`config.mk`:
```
export PLATFORM = sky130hd
export DESIGN_NAME = periph_bus
export DESIGN_NICKNAME = d
export VERILOG_FILES = /design/src/rtl/periph_bus.sv
export SDC_FILE = /design/constraint.sdc
export NUM_CORES = 1
export LEC_CHECK = 0
export ABC_CLOCK_PERIOD_IN_PS = 6200
export CORE_MARGIN = 10
export CORE_UTILIZATION = 35
export CTS_BUF_LIST = sky130_fd_sc_hd__clkbuf_16
export CTS_CLUSTER_SIZE = 20
export DETAILED_ROUTE_END_ITERATION = 8
export GPL_TIMING_DRIVEN = 1
export SLEW_MARGIN = 30
export SYNTH_ARGS = -nofsm -noshare
export SYNTH_HDL_FRONTEND = slang
export SYNTH_SLANG_ARGS = --single-unit
```
`constraint.sdc`:
```
create_clock -name clk -period 6.2 [get_ports clk]
set_input_delay 0.62 -clock clk [delete_from_list [all_inputs] [get_ports clk]]
set_output_delay 0.62 -clock clk [all_outputs]
set_load 0.05 [all_outputs]
```
`src/rtl/periph_bus.sv`:
```
// periph_bus: memory-mapped timer, LED/seven-segment, switch and UART holding registers
module periph_bus #(
    parameter logic [31:0] BASE_ADDR = 32'h40000000,
    parameter logic [31:0] TH_RST    = 32'h00000000
) (
    input  logic        clk,
    input  logic        reset,
    input  logic [31:0] addr,
    input  logic [31:0] wdata,
    input  logic        rd,
    input  logic        wr,
    output logic [31:0] rdata,
    output logic [7:0]  led,
    input  logic [7:0]  switch,
    output logic [11:0] digi,
    output logic        irqout,
    output logic [7:0]  tx_data,
    output logic        tx_valid,
    input  logic        tx_ready,
    input  logic [7:0]  rx_data,
    input  logic        rx_valid
);
    logic [31:0] th_q, th_d, tl_q, tl_d;
    logic [2:0]  tcon_q, tcon_d;
    logic [7:0]  led_q, led_d, txd_q, txd_d, rxd_q, rxd_d;
    logic [11:0] digi_q, digi_d;
    logic        tx_valid_q, tx_valid_d, rx_full_q, rx_full_d, ovr_q, ovr_d;
    logic [29:0] wofs;
    logic        in_map, wrap, rd_rxd, tx_load;
    logic        unused_bits;

    assign unused_bits = ^addr[1:0];
    assign wofs    = addr[31:2] - BASE_ADDR[31:2];
    assign in_map  = wofs < 30'd9;
    assign rd_rxd  = rd && in_map && wofs[3:0] == 4'd7;
    assign wrap    = tcon_q[0] && tl_q == 32'hFFFFFFFF;
    assign tx_load = wr && in_map && wofs[3:0] == 4'd6 && !tx_valid_q;

    always_comb begin
        th_d       = (wr && in_map && wofs[3:0] == 4'd0) ? wdata : th_q;
        tl_d       = (wr && in_map && wofs[3:0] == 4'd1) ? wdata :
                     wrap ? th_q : tcon_q[0] ? tl_q + 32'd1 : tl_q;
        tcon_d     = (wr && in_map && wofs[3:0] == 4'd2) ? wdata[2:0] :
                     {tcon_q[2] | (wrap & tcon_q[1]), tcon_q[1:0]};
        led_d      = (wr && in_map && wofs[3:0] == 4'd3) ? wdata[7:0] : led_q;
        digi_d     = (wr && in_map && wofs[3:0] == 4'd5) ? wdata[11:0] : digi_q;
        txd_d      = tx_load ? wdata[7:0] : txd_q;
        tx_valid_d = tx_load ? 1'b1 : (tx_valid_q && tx_ready) ? 1'b0 : tx_valid_q;
        rxd_d      = rx_valid ? rx_data : rxd_q;
        rx_full_d  = rx_valid ? 1'b1 : rd_rxd ? 1'b0 : rx_full_q;
        ovr_d      = ovr_q | (rx_valid & rx_full_q & ~rd_rxd);
    end

    always_ff @(posedge clk or negedge reset) begin
        if (!reset) begin
            th_q       <= TH_RST;
            tl_q       <= TH_RST;
            tcon_q     <= '0;
            led_q      <= '0;
            digi_q     <= '0;
            txd_q      <= '0;
            tx_valid_q <= 1'b0;
            rxd_q      <= '0;
            rx_full_q  <= 1'b0;
            ovr_q      <= 1'b0;
        end else begin
            th_q       <= th_d;
            tl_q       <= tl_d;
            tcon_q     <= tcon_d;
            led_q      <= led_d;
            digi_q     <= digi_d;
            txd_q      <= txd_d;
            tx_valid_q <= tx_valid_d;
            rxd_q      <= rxd_d;
            rx_full_q  <= rx_full_d;
            ovr_q      <= ovr_d;
        end
    end

    always_comb begin
        rdata = '0;
        if (rd && in_map) begin
            case (wofs[3:0])
                4'd0:    rdata = th_q;
                4'd1:    rdata = tl_q;
                4'd2:    rdata = {29'b0, tcon_q};
                4'd3:    rdata = {24'b0, led_q};
                4'd4:    rdata = {24'b0, switch};
                4'd5:    rdata = {20'b0, digi_q};
                4'd6:    rdata = {24'b0, txd_q};
                4'd7:    rdata = {24'b0, rxd_q};
                4'd8:    rdata = {27'b0, ovr_q, rx_full_q, tx_valid_q, 2'b00};
                default: rdata = '0;
            endcase
        end
    end

    assign led      = led_q;
    assign digi     = digi_q;
    assign irqout   = tcon_q[2];
    assign tx_data  = txd_q;
    assign tx_valid = tx_valid_q;
endmodule

```
======== Word-level counts from Yosys, hierarchy flattened ========
Index checks and enable logic that the tools add are counted.
operators by class
  $lt $le $gt $ge ......................... 1
  $add $sub $neg .......................... 2
  equal/unequal tests ..................... 9
  bitwise operators ....................... 6
  multiplexer cells ....................... 10
  reductions and logical operators ........ 17
operators by type and width
  operator                                                                       count
  32-bit case mux with 9 select lines                                            1
  32-bit two-way mux                                                             4
  32-bit by 1-bit adder with 32-bit output, second input constant                1
  32-bit == test, second input constant                                          1
  30-bit by 4-bit less-than comparator with 1-bit output, second input constant  1
  30-bit by 29-bit subtractor with 30-bit output, second input constant          1
  4-bit by 3-bit == test with 1-bit output, second input constant                4
  1-bit logical AND                                                              12
  4-bit by 2-bit == test with 1-bit output, second input constant                2
  4-bit by 1-bit == test with 1-bit output, second input constant                1
  4-bit == test, second input constant                                           1
  4-bit zero test                                                                1
  1-bit two-way mux                                                              4
  2-bit nonzero test                                                             2
  1-bit AND                                                                      3
  3-bit two-way mux                                                              1
  3-bit nonzero test                                                             1
  1-bit OR                                                                       2
  1-bit zero test                                                                1
  1-bit NOT                                                                      1
word-level totals
  input bits .............................. 86
  output and inout bits ................... 62
  word-level logic and storage cells ...... 56
  bits in registers ....................... 106

======== Depth between registers and ports, before layout ========
  depth in word-level cells ............... 7
  depth in mapped cells ................... 9
  mapped depth without buffers ............ 6

======== Least setup slack after synthesis ========
No wires, ideal clock.
  kind .................................... input -> output
  start point ............................. in addr[4]
  end point ............................... out rdata[21]
  data arrival time ....................... 2,630 ps
  setup slack ............................. 2,950 ps
  data required time ...................... 5,580 ps
  buffers on the path ..................... 3
  stages on the path ...................... 6
  cell sequence ........................... buf_2 -> nor4b_2 -> clkbuf_1 -> buf_1 -> a22oi_1 -> nor2_1
on the way
  word-level cells in the longest chain between the ends .. 4
  elaborated cells on any way between the ends .. 14
  classes of those cells .................. add/sub (1); order compare (1); eq/ne (8); mux (2); reduce/logical (2)
RTL lines
  element                                                                               RTL line  RTL
  start: declaration                                                                    8         input logic [31:0] addr,
  30-bit by 29-bit subtractor with 30-bit output *                                      33        assign wofs = addr[31:2] - BASE_ADDR[31:2];
  30-bit by 4-bit less-than comparator with 1-bit output, or another cell as far along  34        assign in_map = wofs < 30'd9;
  1-bit logical AND / 32-bit case mux with 9 select lines (equally long branches)       82, 83
  32-bit two-way mux *                                                                  82        if (rd && in_map) begin
  end: declaration                                                                      12        output logic [31:0] rdata,
Mark *: on every way between the ends. The rest lies on a longest branch, timed or not.

======== Final worst setup path ========
  start point ............................. in addr[2]
  end point ............................... out rdata[2]
Same word-level chain as after synthesis.

==> run_results.csv <==
group,metric,value,unit
route,drt_iter0_markers,458,
global_route,gr-usage-all-layers,17.5,%
final_layout,fin_nets,785,
timing,min_period,4.51,ns
final_layout,fillers,1638,
placement,io_buffers,145,
placement,placed_cells,912,
yosys,synth_area_per_cell,10.6,um^2
timing,hold_viol,0,
timing,slew_violations,0,
final_layout,drive_gt1_share,17.6,%
timing,setup_ws,1.69,ns
worst_setup_path,worstReg2RegStart,"tl_q[20]$_DFFE_PN0P_",
floorplan,io_pins,148,
global_route,grt_pass1_vias,5471,
power_and_ir_drop,power_density,180,mW/mm^2
final_layout,diodes,0,
route,routedWlPerCell,21.4,um
yosys,ys_seq_area_share,43.7,%
power_and_ir_drop,finalPower,1.44,mW
timing,slew_headroom,45.0,%
yosys,yosys-top-cells-count,"dfrtp_1 (106), nor2_1 (53), mux2_2 (52)",
timing,worst_pin_slew,0.818,ns
route,num_vias,5203,
clocking,cts_hold_buf,0,
route,drt-vias-per-instance,5.61,
final_layout,final_util,46.6,%
power_and_ir_drop,leakage,3.28,nW
yosys,ys_seq_elements,106,
hold_path,hold_path.class,"in -> async",
yosys,synthMostInstantiatedCell,"dfrtp_1",
worst_setup_path,worstPathRequired,5.58,ns
clocking,clockBufferDepth,2,
worst_setup_path,critPathLaunch,"addr[2]",
floorplan,rows,48,
timing,rsz0062_at_grt,"false",
yosys,synth_area_leader_cell,"dfrtp_1",
yosys,synth.distinct_cells,62,
yosys,synth_area,0.00607,mm^2
yosys,syn-num-nets,658,
final_layout,multiInputGateArea,0.00320,mm^2
worst_setup_path,arrival,3.89,ns
yosys,synth_edf_count,0,
yosys,synth_top_area_share,43.7,%
final_layout,fin_area,0.00800,mm^2
timing,whs,0.305,ns
floorplan,start_util,35.4,%
clocking,cts_tree,"yes",
worst_setup_path,path_max_fanout,13,
flow_run,maxCapViolations,0,
final_layout,regArea,0.00265,mm^2
clocking,clock-sinks,106,
route,drc,0,
floorplan,design.core.area,0.0172,mm^2
global_route,grt_max_degree,56,
worst_setup_path,worstSetupPathType,"in -> out",
clocking,cts-root-buf,"clkbuf_16",
clocking,cts_max_level,3,
clocking,clk_pin_slew_worst_paths,0.07,ns
timing,fin_setup_tns,0,ns
route,routed_wirelength,19900,um
timing,period_share,72.8,%
placement,placed_area,0.00768,mm^2
floorplan,fp.dieW,152,um
final_layout,syn_to_final_growth,31.8,%
clocking,postCtsSetupBuffers,0,
yosys,synthFlopType,"dfrtp_1",
worst_setup_path,endpoint_kind,"output port",
route,drtAntennaViolNets,0,
timing,finalSetupViolCount,0,
yosys,yosysWarnings,0,
timing,clock_skew,0.00833,ns
clocking,clkLatencyLatePin,0.36,ns
global_route,grt_overflow_total,0,
placement,dp_slack,1.67,ns
global_route,grt_pass1_wl,31400,um
clocking,cts_buffers,9,
placement,dp_hpwl,14300,um
clocking,cts_resized,0,
floorplan,die_area,0.0230,mm^2
route,firstDrtPassIters,7,
yosys,synthTopCellsByArea,"dfrtp_1 (44%), mux2_2 (9.6%), mux2_4 (7.4%), a22oi_1 (3.3%), nor2_1 (3.3%)",
floorplan,die_h,152,um
global_route,antenna_found_initial,0,
power_and_ir_drop,vdd_drop_max,0.000143,V
yosys,synthArstFlopShare,100,%
yosys,synth_cells,571,
worst_setup_path,startpoint_type,"primary input",
status,status,"complete, no violations",
final_layout,fin_cells,928,
placement,gp_congestion,0.836,
timing,fmax,0.222,GHz
[worst paths after layout]
check	cells after the start	slack (ns)	endpoint
min	1	0.31	th_q[23]$_DFFE_PN0P_
max reg2reg	6	3.47	tl_q[15]$_DFFE_PN0P_
min reg2reg	1	0.50	ovr_q$_DFF_PN0_
min in group clk	1	0.50	ovr_q$_DFF_PN0_
max	8	1.69	rdata[2]
max in group asynchronous	2	4.68	tl_q[29]$_DFFE_PN0P_
[state kept, by name, indices dropped and copies added (netlist names)]
signal     flops
tx_data        8
tl_q          32
tcon_q         3
th_q          32
rxd_q          8
rx_full_q      1
led            8
digi          12
ovr_q          1
tx_valid       1
[logic make-up (layout without fill, tap and decap cells)]
logic type | after synthesis | after routing | share of synthesized area, %
and+or+nand+nor | 171 | 171 | 15.3
muxes | 96 | 96 | 19.4
buffers and inverters | 49 | 181 | 3.96
DFF | 106 | 106 | 43.7
AOI/OAI and AO/OA | 136 | 136 | 15.8
adders and majority gates | 1 | 1 | 0.206
xor gates and xnor gates | 12 | 12 | 1.73
[placed cells by master (no fill, tap or decap), types with 9 or more instances in the layout]
cell	synthesis	routed
clkdlybuf4s50_1	0	144
dfrtp_1	106	106
nor2_1	53	53
mux2_2	52	52
nand2_1	41	41
mux2_4	30	30
a22oi_1	27	27
a21oi_1	26	26
nand3_1	19	19
mux2i_1	14	14
a222oi_1	13	13
a31oi_1	13	13
inv_1	12	12
o21ai_0	11	11
nand4_1	9	9
clkbuf_16	0	9
buf_4	6	9
[metal layers]
layer	part of all wire, %	global-route usage, %	up-vias
met2	45	27.0	227
met3	10	7.16	23
met4	1.6	4.77	0
met1	43	22.1	2551
li1	-	-	2402
met5	0	0	-
[power by group]
part           internal, mW  total, mW  switching [mW]
registers             0.696      0.699         0.00317
clock network         0.327      0.629           0.302
logic                0.0609      0.113          0.0524
[area by class of cell]
type / count / area share (%)
clock inverters: 7 / 1.14
inverters: 12 / 0.563
multi-input cells: 416 / 40.0
flip-flops and latches: 106 / 33.2
clock buffers: 9 / 2.81
repair buffers: 153 / 18.9
well taps: 225 / 3.52
[worst max-delay path, cell delays in order]
cell and delay [ns]:
clkdlybuf4s50_1 0.93, nand2_1 0.15, nor3_1 0.66, buf_4 0.27, a22o_1 0.15, a221oi_1 0.06
a31oi_1 0.21, clkdlybuf4s50_1 0.85
No activity file was read; power rests on OpenSTA's default activity.
